**config.mk**
```make
export PLATFORM = sky130hd
export DESIGN_NAME = elastic_fifo
export DESIGN_NICKNAME = d
export VERILOG_FILES = /design/src/rtl/elastic_fifo.sv
export SDC_FILE = /design/constraint.sdc
export NUM_CORES = 1
export LEC_CHECK = 0
export BUFFER_PORTS_ARGS = -buffer_cell sky130_fd_sc_hd__buf_2
export CAP_MARGIN = 20
export CORE_UTILIZATION = 48
export CTS_CLUSTER_DIAMETER = 150
export DETAILED_ROUTE_END_ITERATION = 16
export PLACE_DENSITY = 0.66
export RECOVER_POWER = 25
export SYNTH_ARGS = -nofsm -noshare
export SYNTH_HDL_FRONTEND = slang
export SYNTH_SLANG_ARGS = --single-unit
```
**constraint.sdc**
```tcl
create_clock -name clk -period 4.8 [get_ports clk]
set_clock_uncertainty 0.15 [all_clocks]
set_input_delay 0.48 -clock clk [delete_from_list [all_inputs] [get_ports clk]]
set_output_delay 0.48 -clock clk [all_outputs]
set_load 0.02 [all_outputs]
```
**src/rtl/elastic_fifo.sv**
```systemverilog
// elastic_fifo: registered-storage handshake FIFO that sits in front of a
// tail elastic buffer. Output valid/data come only from flops, so there is
// no combinational path from the input side to the output side.
module elastic_fifo #(
    parameter int DATA_TYPE = 32,
    parameter int NUM_SLOTS = 4
) (
    input  logic                 clk,
    input  logic                 rst,
    input  logic [DATA_TYPE-1:0] ins,
    input  logic                 ins_valid,
    output logic                 ins_ready,
    output logic [DATA_TYPE-1:0] outs,
    output logic                 outs_valid,
    input  logic                 outs_ready
);

    localparam int PTR_W = (NUM_SLOTS > 1) ? $clog2(NUM_SLOTS) : 1;
    localparam int CNT_W = $clog2(NUM_SLOTS + 1);

    localparam logic [PTR_W-1:0] LAST_IDX  = PTR_W'(NUM_SLOTS - 1);
    localparam logic [CNT_W-1:0] FULL_CNT  = CNT_W'(NUM_SLOTS);
    localparam logic [CNT_W-1:0] CNT_ONE   = CNT_W'(1);
    localparam logic [PTR_W-1:0] PTR_ONE   = PTR_W'(1);

    logic [DATA_TYPE-1:0] mem_q [NUM_SLOTS];
    logic [DATA_TYPE-1:0] mem_d [NUM_SLOTS];
    logic [PTR_W-1:0]     head_q, head_d;
    logic [PTR_W-1:0]     tail_q, tail_d;
    logic [CNT_W-1:0]     count_q, count_d;

    logic full;
    logic empty;
    logic push;
    logic pop;

    // Handshake flags; ready only looks at outs_ready through the full term
    always_comb begin
        full       = (count_q == FULL_CNT);
        empty      = (count_q == '0);
        ins_ready  = ~full | outs_ready;
        outs_valid = ~empty;
        outs       = mem_q[head_q];
        push       = ins_valid & ins_ready;
        pop        = outs_valid & outs_ready;
    end

    // Next-state for pointers, occupancy and storage; pointers wrap at the last slot
    always_comb begin
        head_d  = head_q;
        tail_d  = tail_q;
        count_d = count_q;
        mem_d   = mem_q;

        if (push) begin
            mem_d[tail_q] = ins;
            tail_d = (tail_q == LAST_IDX) ? '0 : tail_q + PTR_ONE;
        end

        if (pop) begin
            head_d = (head_q == LAST_IDX) ? '0 : head_q + PTR_ONE;
        end

        if (push && !pop) begin
            count_d = count_q + CNT_ONE;
        end else if (pop && !push) begin
            count_d = count_q - CNT_ONE;
        end
    end

    // Control state with synchronous active-low reset
    always_ff @(posedge clk) begin
        if (!rst) begin
            head_q  <= '0;
            tail_q  <= '0;
            count_q <= '0;
        end else begin
            head_q  <= head_d;
            tail_q  <= tail_d;
            count_q <= count_d;
        end
    end

    // Storage is never cleared; writes are suppressed while reset is asserted
    always_ff @(posedge clk) begin
        if (rst) begin
            mem_q <= mem_d;
        end
    end

endmodule

```
* Word-level counts from Yosys, hierarchy flattened
Index checks and enable logic that the tools add are counted.
** Cells by class
- $lt $le $gt $ge :: 3
- Multipliers :: 0
- Mux-type cells :: 10
- Add/sub/neg operators :: 4
- Bitwise gates (word level) :: 7
- Equality and inequality tests :: 3
- Shift operators :: 0
- Div/mod/pow operators :: 0
- Reductions and logical operators :: 8
** Operator list (number)
- bitwise mux 128 bit :: 1
- two-way mux 32 bit :: 3
- binary-select mux 32 bit (select 2 bit) :: 1
- demux 32 bit (select 2 bit) :: 1
- >= comparator 3 bit (second input constant) :: 2
- two-way mux 3 bit :: 2
- NOT 2 -> 3 bit :: 2
- adder 2 x 1 -> 2 bit (second input constant) :: 2
- equality test 2 bit (second input constant) :: 2
- two-way mux 2 bit :: 2
- adder 3 x 1 -> 3 bit (second input constant) :: 1
- equality test 3 bit (second input constant) :: 1
- logical AND 1 bit :: 3
- logical NOT 3 bit :: 1
- < comparator 3 x 1 -> 1 bit (second input constant) :: 1
- subtractor 3 x 1 -> 3 bit (second input constant) :: 1
- AND 1 bit :: 2
- logical NOT 1 bit :: 2
- NOT 1 bit :: 2
- AND reduction 2 bit :: 1
- nonzero test 2 bit :: 1
- bitwise OR 1 bit :: 1
** Storage, ports and cells
- Flip-flop bits (word level) :: 135
- Bits in read-only memories :: 0
- Input bits :: 36
- Word-level logic and storage cells :: 42
- Memories :: 0
- Bits in latches :: 0
- Bits in writable memories :: 0
- Output and inout port bits :: 34

* Logic depth before layout (Yosys ltp)
- Depth after elaboration :: 8
- Depth in mapped cells :: 9
- Depth with buffers taken out :: 8

* Worst setup path after synthesis
OpenSTA, ideal clock, no wires.
- Kind :: input -> register
- From :: input port outs_ready
- To :: register count_q[2]
- Buffers on the path :: 1
- Data arrival time :: 2.236 ns
- Stages :: 9
- Slack :: 2.339 ns
- Library setup time :: 0.076 ns
- Required time :: 4.574 ns
- Cell sequence :: or4b_4 -> and2_4 -> buf_6 -> ha_1 -> inv_1 -> fa_1 -> xor2_1 -> or3_1 -> a21boi_0
** Between the ends
- Word-level cells in the longest chain between the ends :: 5
- Elaborated cells on any way between the ends :: 9
- Those cells by class :: mux: 1; bitwise: 3; reduce/logical: 5
** RTL lines
- start: declaration :: line 15 : input logic outs_ready
- bitwise OR 1 bit (*) :: line 41 : ins_ready = ~full | outs_ready;
- AND 1 bit (*) :: line 44 : push = ins_valid & ins_ready;
- named net push :: line 34 : logic push;
- logical NOT 1 bit :: line 66 : end else if (pop && !push) begin
- logical AND 1 bit :: line 66
- nonzero test 2 bit (no source line)
- end signal: assignment :: line 80 : count_q <= count_d;
- end: declaration :: line 30 : logic [CNT_W-1:0] count_q, count_d;
Mark *: on every way through the listed nets, which the timed path passes. The rest lies on a longest branch.
A chain may end at the register's enable or synchronous reset.

* Worst setup path in the final report
- From :: register head_q[0]
- To :: output port outs[27]
** Between the ends
- Word-level cells in the longest chain between the ends :: 4
** RTL lines
- start: declaration :: line 28 : logic [PTR_W-1:0] head_q, head_d;
- start signal: assignment :: line 74 : head_q <= '0;
- start signal: assignment :: line 78 : head_q <= head_d;
- NOT 2 -> 3 bit (not written as such) :: line 43 : outs = mem_q[head_q];
- binary-select mux 32 bit (select 2 bit) :: line 43
- two-way mux 32 bit (not written as such) (2 in series) :: line 43
- end: declaration :: line 13 : output logic [DATA_TYPE-1:0] outs,
Every way passes these cells. The select of a mux whose other input is x is not followed.

==> flow_metrics.py <==
metrics = {
    "global_route": {
        "met3_usage_pct": 5.68,
        "met1_usage_pct": 22.0,
        "overflow": 0,
        "use_met2_pct": 26.3,
        "grt_max_degree": 35,
        "grt-busiest-layer": "met2",
        "antenna_found_initial": 0,
        "grt_pass1_vias": 2494,
        "track_usage_pct": 17.0,
        "grt_pass1_wl_um": 13400,
    },
    "power": {
        "clkPwrFrac_pct": 40.4,
        "seq_power_share_pct": 42.8,
        "powerDensity_nw_per_um2": 543,
        "peakVddDrop_uv": 242,
        "p_switching_uw": 816,
        "p_int_mw": 2.51,
        "p_sw_share_pct": 24.6,
        "leakagePower_nw": 2.05,
        "p_comb_share_pct": 16.7,
        "p_total_mw": 3.33,
    },
    "finish": {
        "layout_common_cells": "edfxtp_1, buf_2, mux4_2",
        "fillers": 804,
        "antenna_cells": 0,
        "drive_gt1_share_pct": 38.0,
        "area_delta_synth_final_pct": 21.3,
        "final_common_cell": "edfxtp_1",
        "nNetsFinal": 338,
    },
    "drt": {
        "vias": 2327,
        "drt_first_pass_iters": 4,
        "drc_errors": 0,
        "wl_um": 8360,
        "dr.first_iter.drc_count": 104,
        "postRouteAntennaNets": 0,
        "wire_per_inst_um": 18.8,
        "via_per_inst": 5.24,
    },
    "critical_path": {
        "crit_slowest_cell": "mux4_2",
        "crit_family": "buffers and inverters",
        "crit_path_end_kind": "output port",
        "worstPathCellList": "buf_4, mux4_2, buf_2",
        "cpPeakStageDelay_ns": 0.59,
        "startpoint_type": "register",
        "rr_worst_depth": 7,
        "crit_cells": 3,
        "critPathKind": "register to output port",
        "worstPathMaxFanout": 24,
        "reg2reg_slack_ns": 2.28,
        "crit_start": "head_q[0]",
        "cp.required_ns": 4.17,
        "crit_end": "outs[27]",
        "r2r_start": "count_q[0]",
        "arrival_ns": 2.35,
        "r2r_end": "count_q[2]",
        "critPathBufInv": 2,
    },
    "clock_network": {
        "clockRootBuffer": "clkbuf_8",
        "clock_latency_ns": 0.51,
        "clk_pin_slew_ns": 0.05,
        "cts_hold_buf": 0,
        "clkSinkCount": 135,
        "cts_resized": 0,
        "tritoncts": "done",
        "clk_path_buf_depth": 2,
        "post-cts-setup-buffers": 0,
        "cts_buffers": 17,
        "htree_levels": 4,
    },
    "synthesis": {
        "synth.distinct_cells": 26,
        "synth-seq-cells": 135,
        "netlist_area_um2": 5050,
        "yosys_warnings": 0,
        "syn_inst": 216,
        "avgSynthCellArea_um2": 23.4,
        "synth_nets": 259,
        "synth_seq_area_share_pct": 78.8,
    },
    "timing": {
        "period_minus_slack_ns": 2.98,
        "relSlewSlack_pct": 39.8,
        "timing.final.crit_share_pct": 62.0,
        "clock.fmax_ghz": 0.336,
        "setup_viol": 0,
        "worst_pin_slew_ns": 0.903,
        "maxSlewViolCount": 0,
        "rsz0062_at_grt": "false",
        "hold_viol": 0,
        "setup_tns_ns": 0,
    },
    "place": {
        "portBuffers": 69,
        "gp_congestion": 0.619,
        "post-dp-hpwl_um": 4830,
    },
    "floorplan": {
        "die_h_um": 105,
        "die_area_um2": 10900,
        "start_util_pct": 49.2,
        "core_area_um2": 10300,
        "die_w_um": 105,
        "io_pins": 70,
        "rows": 37,
    },
    "status": {
        "outcome": "completed",
    },
    "run": {
        "cap_violations": 0,
    },
    "min_path": {
        "hold_class": "input pin to register",
    },
}
==> logic make-up (layout without fill, tap and decap cells) <==
kind of cell,Yosys count,after routing,synth area share [%]
and+or+nand+nor,19,19,2.30
buffers and inverters,13,105,1.24
AOI/OAI and AO/OA,6,6,0.743
xor gates and xnor gates,2,2,0.347
adders and majority gates,7,7,1.88
DFF,135,135,78.8
muxes,34,34,14.7
==> cells in the mapped netlist <==
library cell	count	area share [%]
nand2_1	5	0.37
ha_1	6	1.5
dfxtp_1	7	2.8
mux2i_1	2	0.40
mux4_2	32	14
xor2_1	1	0.17
inv_1	3	0.22
and2_4	1	0.17
a21boi_0	2	0.30
nor3b_1	1	0.15
and3_1	4	0.50
or4b_4	1	0.27
clkbuf_1	4	0.30
or3_1	2	0.25
o21ai_1	1	0.099
buf_2	5	0.50
nand3_1	2	0.20
and2_1	1	0.12
or3_2	1	0.15
buf_6	1	0.22
xnor2_1	1	0.17
o21ai_0	2	0.20
o31ai_1	1	0.15
edfxtp_1	128	76
fa_1	1	0.40
nor2b_1	1	0.12
==> power groups by stage <==
stage	logic (mW)	registers, mW	clock network, mW
5_1_grt	0.602	1.44	1.42
3_5_place_dp	0.571	1.45	0
2_1_floorplan	0.443	1.41	0
4_1_cts	0.573	1.43	1.36
6_report	0.556	1.42	1.34
3_3_place_gp	0.564	1.45	0
==> layer usage <==
metal,vias up,wire length [µm]
met5,-,0
met3,11,512
met2,64,4100
met4,0,103
li1,1067,-
met1,1185,3650
==> worst min path at each step <==
stage               start    endpoint  slack (ns)  cells after the start
2_1_floorplan   tail_q[1]   tail_q[1]        0.32                      2
3_3_place_gp    tail_q[1]   tail_q[1]        0.34                      2
3_5_place_dp   count_q[2]  count_q[2]        0.37                      2
4_1_cts            ins[6]    mem_q[6]        0.02                      1
5_1_grt           ins[27]  mem_q[123]        0.04                      1
6_report          ins[14]   mem_q[78]        0.05                      1
==> sequential cells by signal, summed over array words and instances, names as in the netlist <==
name     count
head_q       2
tail_q       2
count_q      3
mem_q      128
==> per-stage QoR <==
stage / cells / utilization (%) / cell area, µm² / hold WS [ns] / setup slack [ns]
floorplan: 216 / - / 5050 / 0.318 / 2.34
global placement: 412 / 53.8 / 5530 / 0.340 / 2.28
detailed placement: 412 / 53.8 / 5530 / 0.365 / 2.27
CTS: 444 / 59.9 / 6160 / 0.0173 / 1.73
global route: 444 / 59.6 / 6130 / 0.0428 / 1.64
finish: 444 / 59.6 / 6130 / 0.0455 / 1.82
==> final cells by class <==
type | instances | area [µm²] | share of cell area [%]
flip-flops and latches | 135 | 3990 | 65.0
multi-input cells | 68 | 1010 | 16.5
clock buffers | 18 | 418 | 6.82
repair buffers | 70 | 325 | 5.31
clock inverters | 14 | 205 | 3.35
well taps | 136 | 170 | 2.78
inverters | 3 | 11.3 | 0.184
No activity file was read; power rests on OpenSTA's default activity.
